### src/rtl/vgg_pkg.sv
// Shared types and constants for the VGG16 datapath blocks.
// Holds the default pixel width, the upsampler state encoding and a counter-width helper.
package vgg_pkg;

  localparam int DEFAULT_DATA_WIDTH = 32;

  typedef enum logic [1:0] {
    ST_LOAD  = 2'd0,
    ST_EMIT0 = 2'd1,
    ST_EMIT1 = 2'd2,
    ST_BAD   = 2'd3
  } state_t;

  // Counters and addresses are kept at least one bit wide, even when a range has a single value.
  function automatic int cnt_width(input int n);
    return (n > 1) ? $clog2(n) : 1;
  endfunction

endpackage

### src/rtl/line_buffer.sv
// One-row pixel store for the upsampler.
// It has one synchronous write port and one combinational read port, and its contents are not reset.
module line_buffer #(
  parameter int DATA_WIDTH = 32,
  parameter int DEPTH      = 3,
  parameter int AW         = 2
) (
  input  logic                  clk,
  input  logic                  wr_en,
  input  logic [AW-1:0]         wr_addr,
  input  logic [DATA_WIDTH-1:0] wr_data,
  input  logic [AW-1:0]         rd_addr,
  output logic [DATA_WIDTH-1:0] rd_data
);

  logic [DATA_WIDTH-1:0] mem [DEPTH];

  always_ff @(posedge clk) begin
    if (wr_en) mem[wr_addr] <= wr_data;
  end

  assign rd_data = mem[rd_addr];

endmodule

### src/rtl/upsample_2x2.sv
// 2x2 unpooling stage: buffers one input row, then replays it as two output rows of twice the width.
// Defining UPSAMPLE_ZERO_FILL_EN selects zero-insertion instead of nearest-neighbour replication.
module upsample_2x2 #(
  parameter int DATA_WIDTH = vgg_pkg::DEFAULT_DATA_WIDTH,
  parameter int IN_W       = 3,
  parameter int IN_H       = 3
) (
  input  logic                  clk,
  input  logic                  rst,
  input  logic [DATA_WIDTH-1:0] i_data,
  input  logic                  valid_in,
  output logic                  ready_in,
  output logic [DATA_WIDTH-1:0] o_data,
  output logic                  valid_out,
  output logic                  frame_end
);

  import vgg_pkg::*;

  localparam int CW = cnt_width(2 * IN_W);
  localparam int RW = cnt_width(IN_H);
  localparam int AW = cnt_width(IN_W);

  localparam logic [CW-1:0] LOAD_LAST = CW'(IN_W - 1);
  localparam logic [CW-1:0] EMIT_LAST = CW'(2 * IN_W - 1);
  localparam logic [RW-1:0] ROW_LAST  = RW'(IN_H - 1);

  state_t                state;
  logic [CW-1:0]         col_cnt;
  logic [RW-1:0]         row_cnt;
  logic                  wr_en;
  logic [DATA_WIDTH-1:0] rd_data;
  logic [DATA_WIDTH-1:0] emit0_pixel;
  logic [DATA_WIDTH-1:0] emit1_pixel;

  assign ready_in = (state == ST_LOAD);
  assign wr_en    = ready_in && valid_in;

  line_buffer #(
    .DATA_WIDTH (DATA_WIDTH),
    .DEPTH      (IN_W),
    .AW         (AW)
  ) u_line_buffer (
    .clk     (clk),
    .wr_en   (wr_en),
    .wr_addr (AW'(col_cnt)),
    .wr_data (i_data),
    .rd_addr (AW'(col_cnt >> 1)),
    .rd_data (rd_data)
  );

`ifdef UPSAMPLE_ZERO_FILL_EN
  // Only the even columns of the first output row carry data; all other positions are zero.
  assign emit0_pixel = col_cnt[0] ? '0 : rd_data;
  assign emit1_pixel = '0;
`else
  assign emit0_pixel = rd_data;
  assign emit1_pixel = rd_data;
`endif

  // The LOAD state fills the buffer, and then EMIT0 and EMIT1 each replay it once at double width.
  always_ff @(posedge clk or negedge rst) begin
    if (!rst) begin
      state     <= ST_LOAD;
      col_cnt   <= '0;
      row_cnt   <= '0;
      o_data    <= '0;
      valid_out <= 1'b0;
      frame_end <= 1'b0;
    end else begin
      valid_out <= 1'b0;
      frame_end <= 1'b0;
      case (state)
        ST_LOAD: begin
          if (valid_in) begin
            if (col_cnt == LOAD_LAST) begin
              col_cnt <= '0;
              state   <= ST_EMIT0;
            end else begin
              col_cnt <= col_cnt + 1'b1;
            end
          end
        end
        ST_EMIT0: begin
          o_data    <= emit0_pixel;
          valid_out <= 1'b1;
          if (col_cnt == EMIT_LAST) begin
            col_cnt <= '0;
            state   <= ST_EMIT1;
          end else begin
            col_cnt <= col_cnt + 1'b1;
          end
        end
        ST_EMIT1: begin
          o_data    <= emit1_pixel;
          valid_out <= 1'b1;
          if (col_cnt == EMIT_LAST) begin
            col_cnt <= '0;
            state   <= ST_LOAD;
            if (row_cnt == ROW_LAST) begin
              row_cnt   <= '0;
              frame_end <= 1'b1;
            end else begin
              row_cnt <= row_cnt + 1'b1;
            end
          end else begin
            col_cnt <= col_cnt + 1'b1;
          end
        end
        default: begin
          state   <= ST_LOAD;
          col_cnt <= '0;
        end
      endcase
    end
  end

endmodule

### config.mk
export PLATFORM = sky130hd
export DESIGN_NAME = upsample_2x2
export DESIGN_NICKNAME = d
export VERILOG_FILES = /design/src/rtl/vgg_pkg.sv /design/src/rtl/line_buffer.sv /design/src/rtl/upsample_2x2.sv
export SDC_FILE = /design/constraint.sdc
export NUM_CORES = 1
export LEC_CHECK = 0
export CAP_MARGIN = 20
export CORE_ASPECT_RATIO = 0.5
export CORE_MARGIN = 10
export CORE_UTILIZATION = 50
export DETAILED_ROUTE_END_ITERATION = 6
export MAX_ROUTING_LAYER = met4
export PLACE_DENSITY_LB_ADDON = 0.15
export SLEW_MARGIN = 20
export SYNTH_ARGS = -nofsm -noshare
export SYNTH_HDL_FRONTEND = slang
export SYNTH_SLANG_ARGS = --single-unit
export TNS_END_PERCENT = 30
### constraint.sdc
create_clock -name clk -period 9.1 [get_ports clk]
set_clock_uncertainty 0.15 [all_clocks]
set_input_delay 1.365 -clock clk [delete_from_list [all_inputs] [get_ports clk]]
set_output_delay 1.365 -clock clk [all_outputs]
set_load 0.02 [all_outputs]
==> Word level (Yosys, flattened, before mapping) <==
Memory sizes are Yosys's and may differ from the RTL's. A register that Yosys moved wholly into a read port is not among the register bits.
Cells that the tools add are included.
{ "totals": {"out_inout_bits": 35, "wordCells": 39, "n_memories": 1, "in_bits": 35, "mem_bits_rw": 96, "register_bits": 9} }
{ "op_classes": {"add_sub_neg": 2, "eq_ne": 9, "n_reduce_logical": 6, "n_mux": 16} }
{ "mem_list": {"columns": ["memory", "depth", "word_bits", "read_ports", "rd_ports_with_merged_regs", "wr", "line_no", "source"], "rows": [
  ["u_line_buffer.mem", 3, 32, 1, 1, 1, "line_buffer.sv:16", "logic [DATA_WIDTH-1:0] mem [DEPTH];"]
]} }
{ "ops": {"columns": ["cell", "n"], "rows": [
  ["2-bit 2-to-1 mux", 5],
  ["3-bit 2-to-1 mux", 3],
  ["1-bit 2-to-1 mux", 6],
  ["2-bit inequality test (second input constant)", 3],
  ["2-bit one-hot mux with 3 select lines", 1],
  ["3-bit one-hot mux with 2 select lines", 1],
  ["2-bit equality test (second input constant)", 2],
  ["4-bit AND reduction", 1],
  ["3-bit by 1-bit adder with 3-bit output (second input constant)", 1],
  ["3-bit by 2-bit equality test with 1-bit output (second input constant)", 1],
  ["3-bit equality test (second input constant)", 1],
  ["2-bit by 1-bit adder with 2-bit output (second input constant)", 1],
  ["2-bit by 1-bit equality test with 1-bit output (second input constant)", 1],
  ["2-bit zero test", 1],
  ["2-bit by 1-bit inequality test with 1-bit output (second input constant)", 1],
  ["2-bit AND reduction", 1],
  ["2-bit OR reduction", 1],
  ["1-bit logical AND", 1],
  ["1-bit zero test", 1]
]} }

==> Logic depth before layout (Yosys ltp) <==
Gate-level depths: netlist of the first run.
{ "depth": {"ltp_word": 4, "mapped_depth": 7, "depth_no_buf": 6} }

==> Hierarchy <==
A second synthesis of the first run with hierarchy kept.
{ "unflattened": {"hier_cells": 328, "hier_area_um2": 5365.1} }
{ "modules_own_cells": {"columns": ["mod", "seq_area_each_um2", "cells_each", "instances", "area_each_um2"], "rows": [
  ["line_buffer", 2882.8, 206, 1, 3622.2],
  ["upsample_2x2", 1026.0, 122, 1, 1742.9]
]} }

==> Worst setup path after synthesis of the first run <==
Ideal clock, no wire load.
{ "synth_timing": {"path_kind": "input to register", "start": "input port valid_in", "end": "memory u_line_buffer.mem[0][0] (enable)", "required_time_ps": 8482, "setup_slack_ps": 4747, "stages": 1, "arrival_ps": 3735, "path_cell_list": "nor3b_1"} }
{ "synth_between": {"elab_chain_cells": 3} }
{ "synth_lines": {"columns": ["element", "line_no", "source"], "rows": [
  ["start, declared", "upsample_2x2.sv:11", "input logic valid_in,"],
  ["1-bit logical AND", "upsample_2x2.sv:37", "assign wr_en = ready_in && valid_in;"],
  ["1-bit 2-to-1 mux", "line_buffer.sv:19", "if (wr_en) mem[wr_addr] <= wr_data;"],
  ["1-bit 2-to-1 mux (implied by the code)", "line_buffer.sv:19", null],
  ["end, declared", "line_buffer.sv:16", null]
]} }
No other way between the ends.

==> Worst setup path in the final report of the first run <==
{ "layout_timing": {"start": "register state[1]", "end": "output port ready_in"} }
{ "layout_between": {"elab_chain_cells": 1} }
{ "layout_lines": {"columns": ["element", "line_no", "source"], "rows": [
  ["start, declared", "upsample_2x2.sv:28", "state_t state;"],
  ["start signal, assigned", "upsample_2x2.sv:64", "state <= ST_LOAD;"],
  ["start signal, assigned", "upsample_2x2.sv:78", "state <= ST_EMIT0;"],
  ["start signal, assigned", "upsample_2x2.sv:89", "state <= ST_EMIT1;"],
  ["2-bit zero test", "upsample_2x2.sv:36", "assign ready_in = (state == ST_LOAD);"],
  ["end, declared", "upsample_2x2.sv:12", "output logic ready_in,"]
]} }
No other way between the ends.

==> metrics.cfg, run 1 <==
[placed_design]
place_inst=519
dpl_worst_slack_ns=5.785
gp_congestion=0.7422
portBuffers=69
dp_hpwl_um=5973

[floorplanning]
start_util=0.5149
row_count=26
dieArea_um2=15310
pin_count=70
core_um2=10250
die_x_um=165.3
fp.dieH_um=92.64

[routing]
viasPerCell=5.100
drt_iter0_drc=150
routedWlPerCell_um=17.62
ant_nets=0
drc=0
routed_wl_um=9711
vias=2810
drt_pass1_iterations=4

[yosys]
synth_nets=365
yosysWarningCount=0
ys_seq_area_frac=0.7408
synth_cell_types=31
ys_ff_latch=137
syn_avg_cell_area_um2=16.23
postSynthCellCount=325
netlist_area_um2=5276

[sta]
hold_viol=0
layout_min_cycle_time_ns=3.387
slew_violations=0
grt_setup_unrepaired=false
setup_viol=0
slew_headroom=0.2653
clock.fmax_mhz=295.3
tns_ns=0
fin_crit_sh=0.3722
tightestPinTransition_ns=1.102
fin_ws_ns=5.713

[finish]
final_util=0.6521
fillers=735
num-nets-final=438
final_common_cell=edfxtp_1
multiInputGateArea_um2=1265
final_cell_mix=edfxtp_1 (96), clkdlybuf4s50_1 (68), dfrtp_1 (39), nand2_1 (38), o21ai_1 (34)
instances_no_fill=551
diodes=0
layout-drive-gt1-share=0.1849
regArea_um2=3914
area_growth_pct=26.65

[flow_run]
drv_cap=0

[grt]
grt_pass1_vias=3031
grt_max_degree=73
grt_use_total=0.1378
antenna_found_initial=0
grt_overflow=0
grt_pass1_wl_um=15700

[worst_setup_path]
crit_slowest_cell=clkdlybuf4s50_1
crit_family=buffers and inverters
r2r_slack_ns=6.40
cp-start-kind=flip-flop
crit_fanout=9
worstPathArrival_ns=1.87
crit_chain=inv_1 > ha_2 > clkdlybuf4s50_1
critPathBufInv=2
max_stage_delay_ns=0.65
cp.required_ns=7.59
cp-end-kind=primary output
path_class=flip-flop to primary output

[clock_tree]
cts_buffers=17
htree_num_levels=4
cts_tree=done
cts_resized=0
cts_setup_buffers=0
root_buffer=clkbuf_16
cts_buffer_depth=2
cts_hold_buf=0
clkTransAtPathRegs_ns=0.06
clk_latency_ns=0.40
clkSinkCount=137

[power]
p_leak_nw=2.436
power.density_nw_per_um2=369.8
vdd_drop_max_v=0.0001731

[run_status]
status=finished clean

[min_path]
min_path_type=flip-flop to flip-flop

[cells by family (layout without fill, tap and decap cells)]
family	after synthesis	after routing	share of synthesized area
AND/OR/NAND/NOR	58	58	0.04956
AO/OA/AOI/OAI	42	42	0.04458
multiplexers	65	65	0.1318
adder cells (fa/ha/maj)	5	5	0.01186
buffers and inverters	18	104	0.02134
flip-flops	137	137	0.7408
[synthesized netlist by cell type]
library cell  instances  area [µm²]
a211oi_2              1       12.51
a21o_1                1       7.510
a21oi_1               1       5.000
a21oi_2               1       8.760
a31oi_1               1       6.260
a32o_1                1       10.01
and2b_4               1       10.01
and3_1                2       12.51
buf_1                 2       7.510
buf_2                 6       30.03
buf_6                 5       56.30
clkbuf_1              3       11.26
dfrtp_1              41        1026
edfxtp_1             96        2883
ha_1                  5       62.56
inv_1                 2       7.510
mux2_2               32       360.4
mux2_4                1       15.01
mux2i_1              32       320.3
nand2_1              38       142.6
nand2b_1              2       12.51
nand3_1               3       15.01
nand3b_1              1       7.510
nor2_1                4       15.01
nor2b_1               2       12.51
nor3_1                1       5.000
nor3b_1               3       22.52
o21ai_1              34       170.2
o21bai_1              1       7.510
o31ai_1               1       7.510
or2_1                 1       6.260
[stage by stage]
stage | hold slack [ns] | total power, mW | area, µm²
2_1_floorplan | 0.3056 | 1.496 | 5276
3_3_place_gp | 0.3176 | 1.751 | 6052
3_5_place_dp | 0.3345 | 1.785 | 6052
4_1_cts | 0.3455 | 2.503 | 6678
5_1_grt | 0.3791 | 2.610 | 6683
6_report | 0.3494 | 2.472 | 6683
[routing by layer]
layer	vias to the layer above	GRT usage	routed length, µm
met5	-	-	0
met4	0	0.04179	48
met3	6	0.04770	421
met2	55	0.2260	4987
met1	1402	0.1573	4253
li1	1347	-	-
[final cells by class]
cell class                 instances  share of cell area
clock inverter                    15             0.02996
inverter                           2            0.001123
sequential                       137              0.5857
multi-input combinational        170              0.1893
clock buffer                      17             0.06366
timing repair buffer              70              0.1041
tap                              140             0.02621
[worst register-to-register path, stage by stage (launching register included)]
cell	delay, ns
dfrtp_2	1.09
and2b_4	0.34
and3_2	0.73
[sequential cells by signal (all words and copies together), names as in the netlist]
| register | cells |
|---|---|
| col_cnt | 3 |
| o_data | 32 |
| row_cnt | 2 |
| u_line_buffer.mem | 96 |
| valid_out | 1 |
| state | 2 |
| frame_end | 1 |
[report_power, final]
group | switching (mW) | total [mW] | internal, mW
clock | 0.256 | 0.714 | 0.459
combinational | 0.369 | 0.759 | 0.390
sequential | 0.142 | 0.999 | 0.857
[path summary, 6_finish.rpt]
path	startpoint	to	depth (start not counted)
worst max-delay path	state[1]	ready_in	3
min in group asynchronous	rst	frame_end	1
worst max register to register	col_cnt[1]	u_line_buffer.mem[2][19]	2
worst min-delay path	row_cnt[0]	frame_end	1
worst min register to register	row_cnt[0]	frame_end	1
max in group asynchronous	rst	col_cnt[2]	1
Note: power is estimated with default switching activity, not from simulation.
==> run 2: changes to the inputs <==
==> constraint.sdc (replaced) <==
create_clock -name clk -period 3.45 [get_ports clk]
set_clock_uncertainty 0.15 [all_clocks]
set_input_delay 0.5175 -clock clk [delete_from_list [all_inputs] [get_ports clk]]
set_output_delay 0.5175 -clock clk [all_outputs]
set_load 0.02 [all_outputs]
==> metrics.cfg, run 2 (synthesis results as in run 1) <==
[routing]
routedWlPerCell_um=17.62  ; about the same
drt_iter0_drc=157  ; was 150
viasPerCell=5.110  ; was 5.100
vias=2831  ; was 2810
routed_wl_um=9759  ; was 9711 µm
drt_pass1_iterations=5  ; was 4
ant_nets=0  ; unchanged
drc=0  ; unchanged

[worst_setup_path]
crit_chain=inv_1 > ha_2 > clkdlybuf4s50_1  ; unchanged
crit_slowest_cell=clkdlybuf4s50_1  ; unchanged
worstPathArrival_ns=1.86  ; was 1.87 ns
ff2ff_path_depth=2  ; unchanged
cp.required_ns=2.78  ; was 7.59 ns
r2r-end=u_line_buffer.mem[2][25]  ; was u_line_buffer.mem[2][19]
max_stage_delay_ns=0.63  ; was 0.65 ns
cp-start-kind=flip-flop  ; unchanged
path_class=flip-flop to primary output  ; unchanged
crit_fanout=9  ; unchanged
cp-end-kind=primary output  ; unchanged
r2r_slack_ns=1.27  ; was 6.40 ns
r2r_start=col_cnt[1]  ; unchanged

[floorplanning]
dieArea_um2=15310  ; unchanged
pin_count=70  ; unchanged
core_um2=10250  ; unchanged
row_count=26  ; unchanged
die_x_um=165.3  ; unchanged
start_util=0.5149  ; unchanged
fp.dieH_um=92.64  ; unchanged

[finish]
regMostFlops=u_line_buffer.mem  ; unchanged
final_common_cell=edfxtp_1  ; unchanged
num-nets-final=441  ; was 438
largest_registers=u_line_buffer.mem (96), o_data (32), col_cnt (3)  ; unchanged
area_growth_pct=27.48  ; was 26.65%
diodes=0  ; unchanged
largest_reg_flops=96  ; unchanged
final_cell_mix=edfxtp_1 (96), clkdlybuf4s50_1 (68), dfrtp_1 (39), nand2_1 (38), o21ai_1 (34)  ; unchanged
instances_no_fill=554  ; was 551
layout-drive-gt1-share=0.1860  ; was 0.1849
regArea_um2=3911  ; was 3914 µm²
final_util=0.6564  ; was 0.6521
multiInputGateArea_um2=1271  ; was 1265 µm²
fillers=743  ; was 735

[clock_tree]
clkTransAtPathRegs_ns=0.06  ; about the same
cts_tree=done  ; unchanged
cts_buffers=17  ; unchanged
htree_num_levels=4  ; unchanged
cts_resized=0  ; unchanged
root_buffer=clkbuf_16  ; unchanged
clk_latency_ns=0.41  ; was 0.40 ns
clkSinkCount=137  ; unchanged
cts_hold_buf=0  ; unchanged
cts_buffer_depth=2  ; unchanged
cts_setup_buffers=0  ; unchanged

[sta]
slew_headroom=0.3641  ; was 0.2653
layout_min_cycle_time_ns=2.523
fin_crit_sh=0.7314
grt_setup_unrepaired=false  ; unchanged
setup_viol=0  ; unchanged
tightestPinTransition_ns=0.9539  ; was 1.102 ns
clock.fmax_mhz=396.3
hold_viol=0  ; unchanged
slew_violations=0  ; unchanged
tns_ns=0  ; unchanged

[grt]
grt_max_degree=46  ; was 73
grt_use_total=0.1369  ; was 0.1378
grt_pass1_wl_um=15480  ; was 15700 µm
antenna_found_initial=0  ; unchanged
grt_overflow=0  ; unchanged
grt_pass1_vias=3005  ; was 3031

[placed_design]
gp_congestion=0.7175  ; was 0.7422
dp_hpwl_um=6161  ; was 5973 µm
place_inst=522  ; was 519
portBuffers=69  ; unchanged

[flow_run]
drv_cap=0  ; unchanged

[power]
finalPower_mw=6.594  ; was 2.472 mW
power.density_nw_per_um2=980.3  ; was 369.8 nW/µm²
p_leak_nw=2.460  ; was 2.436 nW
vdd_drop_max_v=0.0005263  ; was 0.0001731 V

[run_status]
status=finished clean  ; unchanged

[min_path]
min_path_type=input pin to async pin  ; was flip-flop to flip-flop

-- run 2: worst max path at each step --
stage | from | end | slack [ns] | cells past startpoint
4_1_cts | state[0] | ready_in | 0.90 | 3
2_1_floorplan | state[0] | u_line_buffer.mem[0][0] | 0.55 | 4
3_5_place_dp | valid_in | u_line_buffer.mem[2][25] | 0.96 | 2
6_report | state[0] | ready_in | 0.93 | 3
5_1_grt | state[0] | ready_in | 0.85 | 3
3_3_place_gp | valid_in | u_line_buffer.mem[2][25] | 1.02 | 2
-- run 2: worst max-delay path: cells and delay by family, from the launching register on --
kind       cells  cell delay, ns
buf+inv        2            0.75
flops          1            0.42
fa+ha+maj      1            0.27
-- run 2: final cells by class --
cell class | instances | area share
Multi-Input combinational cell | 170 | 0.1890
Timing Repair Buffer | 73 | 0.1083
Inverter | 2 | 0.001116
Tap cell | 140 | 0.02604
Clock inverter | 14 | 0.03032
Clock buffer | 18 | 0.06380
Sequential cell | 137 | 0.5815
-- run 2: stage by stage --
step	setup slack, ns	instance area (µm²)	hold WS [ns]
floorplan	0.5468	5281	0.07191
global placement	1.021	6093	0.3181
detailed placement	0.9584	6093	0.3454
CTS	0.8996	6726	0.1455
global route	0.8527	6726	0.1744
finish	0.9268	6726	0.1084
-- run 2: where the power goes --
| part | internal (mW) | total (mW) | switching (mW) | leakage, nW |
|---|---|---|---|---|
| registers | 2.26 | 2.51 | 0.250 | 1.37 |
| clock network | 1.27 | 1.94 | 0.664 | 0.299 |
| logic | 1.05 | 2.15 | 1.10 | 0.786 |
| total | 4.58 | 6.59 | 2.01 | 2.46 |
-- run 2: routing by layer --
layer	wire length, µm	track usage	up-vias
li1	-	-	1349
met1	4309	0.1556	1402
met2	4841	0.2170	67
met3	508	0.05565	13
met4	99	0.04619	0
met5	0	-	-
==> run 3: changes to the inputs <==
==> constraint.sdc (replaced) <==
create_clock -name clk -period 2.43 [get_ports clk]
set_clock_uncertainty 0.15 [all_clocks]
set_input_delay 0.3645 -clock clk [delete_from_list [all_inputs] [get_ports clk]]
set_output_delay 0.3645 -clock clk [all_outputs]
set_load 0.02 [all_outputs]
==> metrics.cfg, run 3 (synthesis results as in run 1) <==
[run_status]
status=finished clean  ; unchanged

[grt]
grt_pass1_wl_um=15650  ; was 15480 µm
grt_pass1_vias=3100  ; was 3005
grt_overflow=0  ; unchanged
grt_max_degree=40  ; was 46
grt_use_total=0.1385  ; was 0.1369
antenna_found_initial=0  ; unchanged

[routing]
routed_wl_um=9733  ; was 9759 µm
drt_pass1_iterations=6  ; was 5
ant_nets=0  ; unchanged
viasPerCell=5.020  ; was 5.110
drt_iter0_drc=137  ; was 157
drc=0  ; unchanged
routedWlPerCell_um=17.26  ; was 17.62 µm
vias=2831  ; unchanged

[placed_design]
place_inst=531  ; was 522
dp_hpwl_um=6696  ; was 6161 µm
dpl_cell_area_um2=6148  ; was 6093 µm²
dpl_worst_slack_ns=0.3723  ; was 0.9584 ns
portBuffers=69  ; unchanged
gp_congestion=0.7526  ; was 0.7175

[flow_run]
drv_cap=0  ; unchanged

[clock_tree]
root_buffer=clkbuf_16  ; unchanged
cts_buffer_depth=2  ; unchanged
clk_latency_ns=0.40  ; was 0.41 ns
clkTransAtPathRegs_ns=0.05  ; was 0.06 ns
htree_num_levels=4  ; unchanged
cts_tree=done  ; unchanged
cts_buffers=17  ; unchanged
cts_setup_buffers=0  ; unchanged
clkSinkCount=137  ; unchanged

[worst_setup_path]
r2r_slack_ns=0.40  ; was 1.27 ns
cp.required_ns=2.35  ; was 2.78 ns
cp-end-kind=flip-flop  ; was primary output
r2r_start=state[1]  ; was col_cnt[1]
crit_fanout=23  ; was 9
path_class=flip-flop to flip-flop  ; was flip-flop to primary output
r2r-end=u_line_buffer.mem[0][29]  ; was u_line_buffer.mem[2][25]
cp-start-kind=flip-flop  ; unchanged
worstPathArrival_ns=1.95  ; was 1.86 ns
startpoint=state[1]  ; was state[0]
ff2ff_path_depth=5  ; was 2

[finish]
final_common_cell=edfxtp_1  ; unchanged
regArea_um2=3911  ; unchanged
fillers=715  ; was 743
multiInputGateArea_um2=1271  ; unchanged
final_cell_mix=edfxtp_1 (96), clkdlybuf4s50_1 (67), dfrtp_1 (39), nand2_1 (38), o21ai_1 (34)  ; was edfxtp_1 (96), clkdlybuf4s50_1 (68), dfrtp_1 (39), nand2_1 (38), o21ai_1 (34)
layout-drive-gt1-share=0.1934  ; was 0.1860
largest_reg_flops=96  ; unchanged
area_growth_pct=28.15  ; was 27.48%
instances_no_fill=564  ; was 554
num-nets-final=451  ; was 441
fin_area_um2=6761  ; was 6726 µm²
largest_registers=u_line_buffer.mem (96), o_data (32), col_cnt (3)  ; unchanged
final_util=0.6598  ; was 0.6564
regMostFlops=u_line_buffer.mem  ; unchanged
diodes=0  ; unchanged

[sta]
layout_min_cycle_time_ns=2.031
grt_setup_unrepaired=false  ; unchanged
tns_ns=0  ; unchanged
slew_violations=0  ; unchanged
slew_headroom=0.5708  ; was 0.3641
clock.fmax_mhz=492.3
hold_viol=0  ; unchanged
fin_crit_sh=0.8360
fin_ws_ns=0.3986  ; was 0.9268 ns
setup_viol=0  ; unchanged
tightestPinTransition_ns=0.6438  ; was 0.9539 ns

[power]
p_leak_nw=2.502  ; was 2.460 nW
power.density_nw_per_um2=1367  ; was 980.3 nW/µm²
vdd_drop_max_v=0.0007473  ; was 0.0005263 V

[floorplanning]
row_count=26  ; unchanged
core_um2=10250  ; unchanged
pin_count=70  ; unchanged
die_x_um=165.3  ; unchanged
start_util=0.5149  ; unchanged
fp.dieH_um=92.64  ; unchanged
dieArea_um2=15310  ; unchanged

[min_path]
min_path_type=input pin to async pin  ; unchanged

## run 3: worst max path at each step
stage                                to  slack (ns)  cells past startpoint
3_3_place_gp   u_line_buffer.mem[0][20]        0.41                      3
2_1_floorplan   u_line_buffer.mem[0][0]        0.02                      4
4_1_cts                        ready_in        0.02                      3
6_report       u_line_buffer.mem[0][29]        0.40                      5
5_1_grt        u_line_buffer.mem[0][18]        0.28                      5
3_5_place_dp   u_line_buffer.mem[0][20]        0.37                      3
## run 3: through the flow
step | hold slack (ns) | power, mW
after floorplan | -0.08109 | 5.615
after global placement | 0.1732 | 6.635
after detailed placement | 0.1829 | 6.767
after CTS | 0.2845 | 9.374
after global routing | 0.2986 | 9.761
final | 0.2851 | 9.244
## run 3: metal layers
layer  share of wire  vias to the layer above  global-route usage
met5               0                        -                   -
li1                -                     1377                   -
met3           0.035                       11             0.04152
met1            0.45                     1391              0.1559
met4           0.011                        0             0.06085
met2            0.50                       52              0.2260
## run 3: critical path, cell delays in order (launching register included)
cell	delay (ns)
dfrtp_1	0.41
inv_1	0.13
ha_2	0.29
nand2b_1	0.14
nor3b_4	0.23
buf_4	0.34
## run 3: where the power goes
group | switching [mW] | internal, mW | total [mW] | leakage [nW]
Combinational | 1.61 | 1.53 | 3.14 | 0.838
Sequential | 0.327 | 3.20 | 3.53 | 1.37
Clock | 0.876 | 1.69 | 2.57 | 0.289
## run 3: cell type report
| class | count | share of cell area |
|---|---|---|
| multi-input cells | 170 | 0.1880 |
| inverters | 2 | 0.001110 |
| repair buffers | 83 | 0.1177 |
| flip-flops and latches | 137 | 0.5785 |
| clock inverters | 7 | 0.01702 |
| clock buffers | 25 | 0.07180 |
| well taps | 140 | 0.02591 |
## run 3: what timing repair did
item	in CTS	in global routing
resized for setup	0	1
hold endpoints to repair	17	0
hold buffers	1	0
setup endpoints to repair	0	1
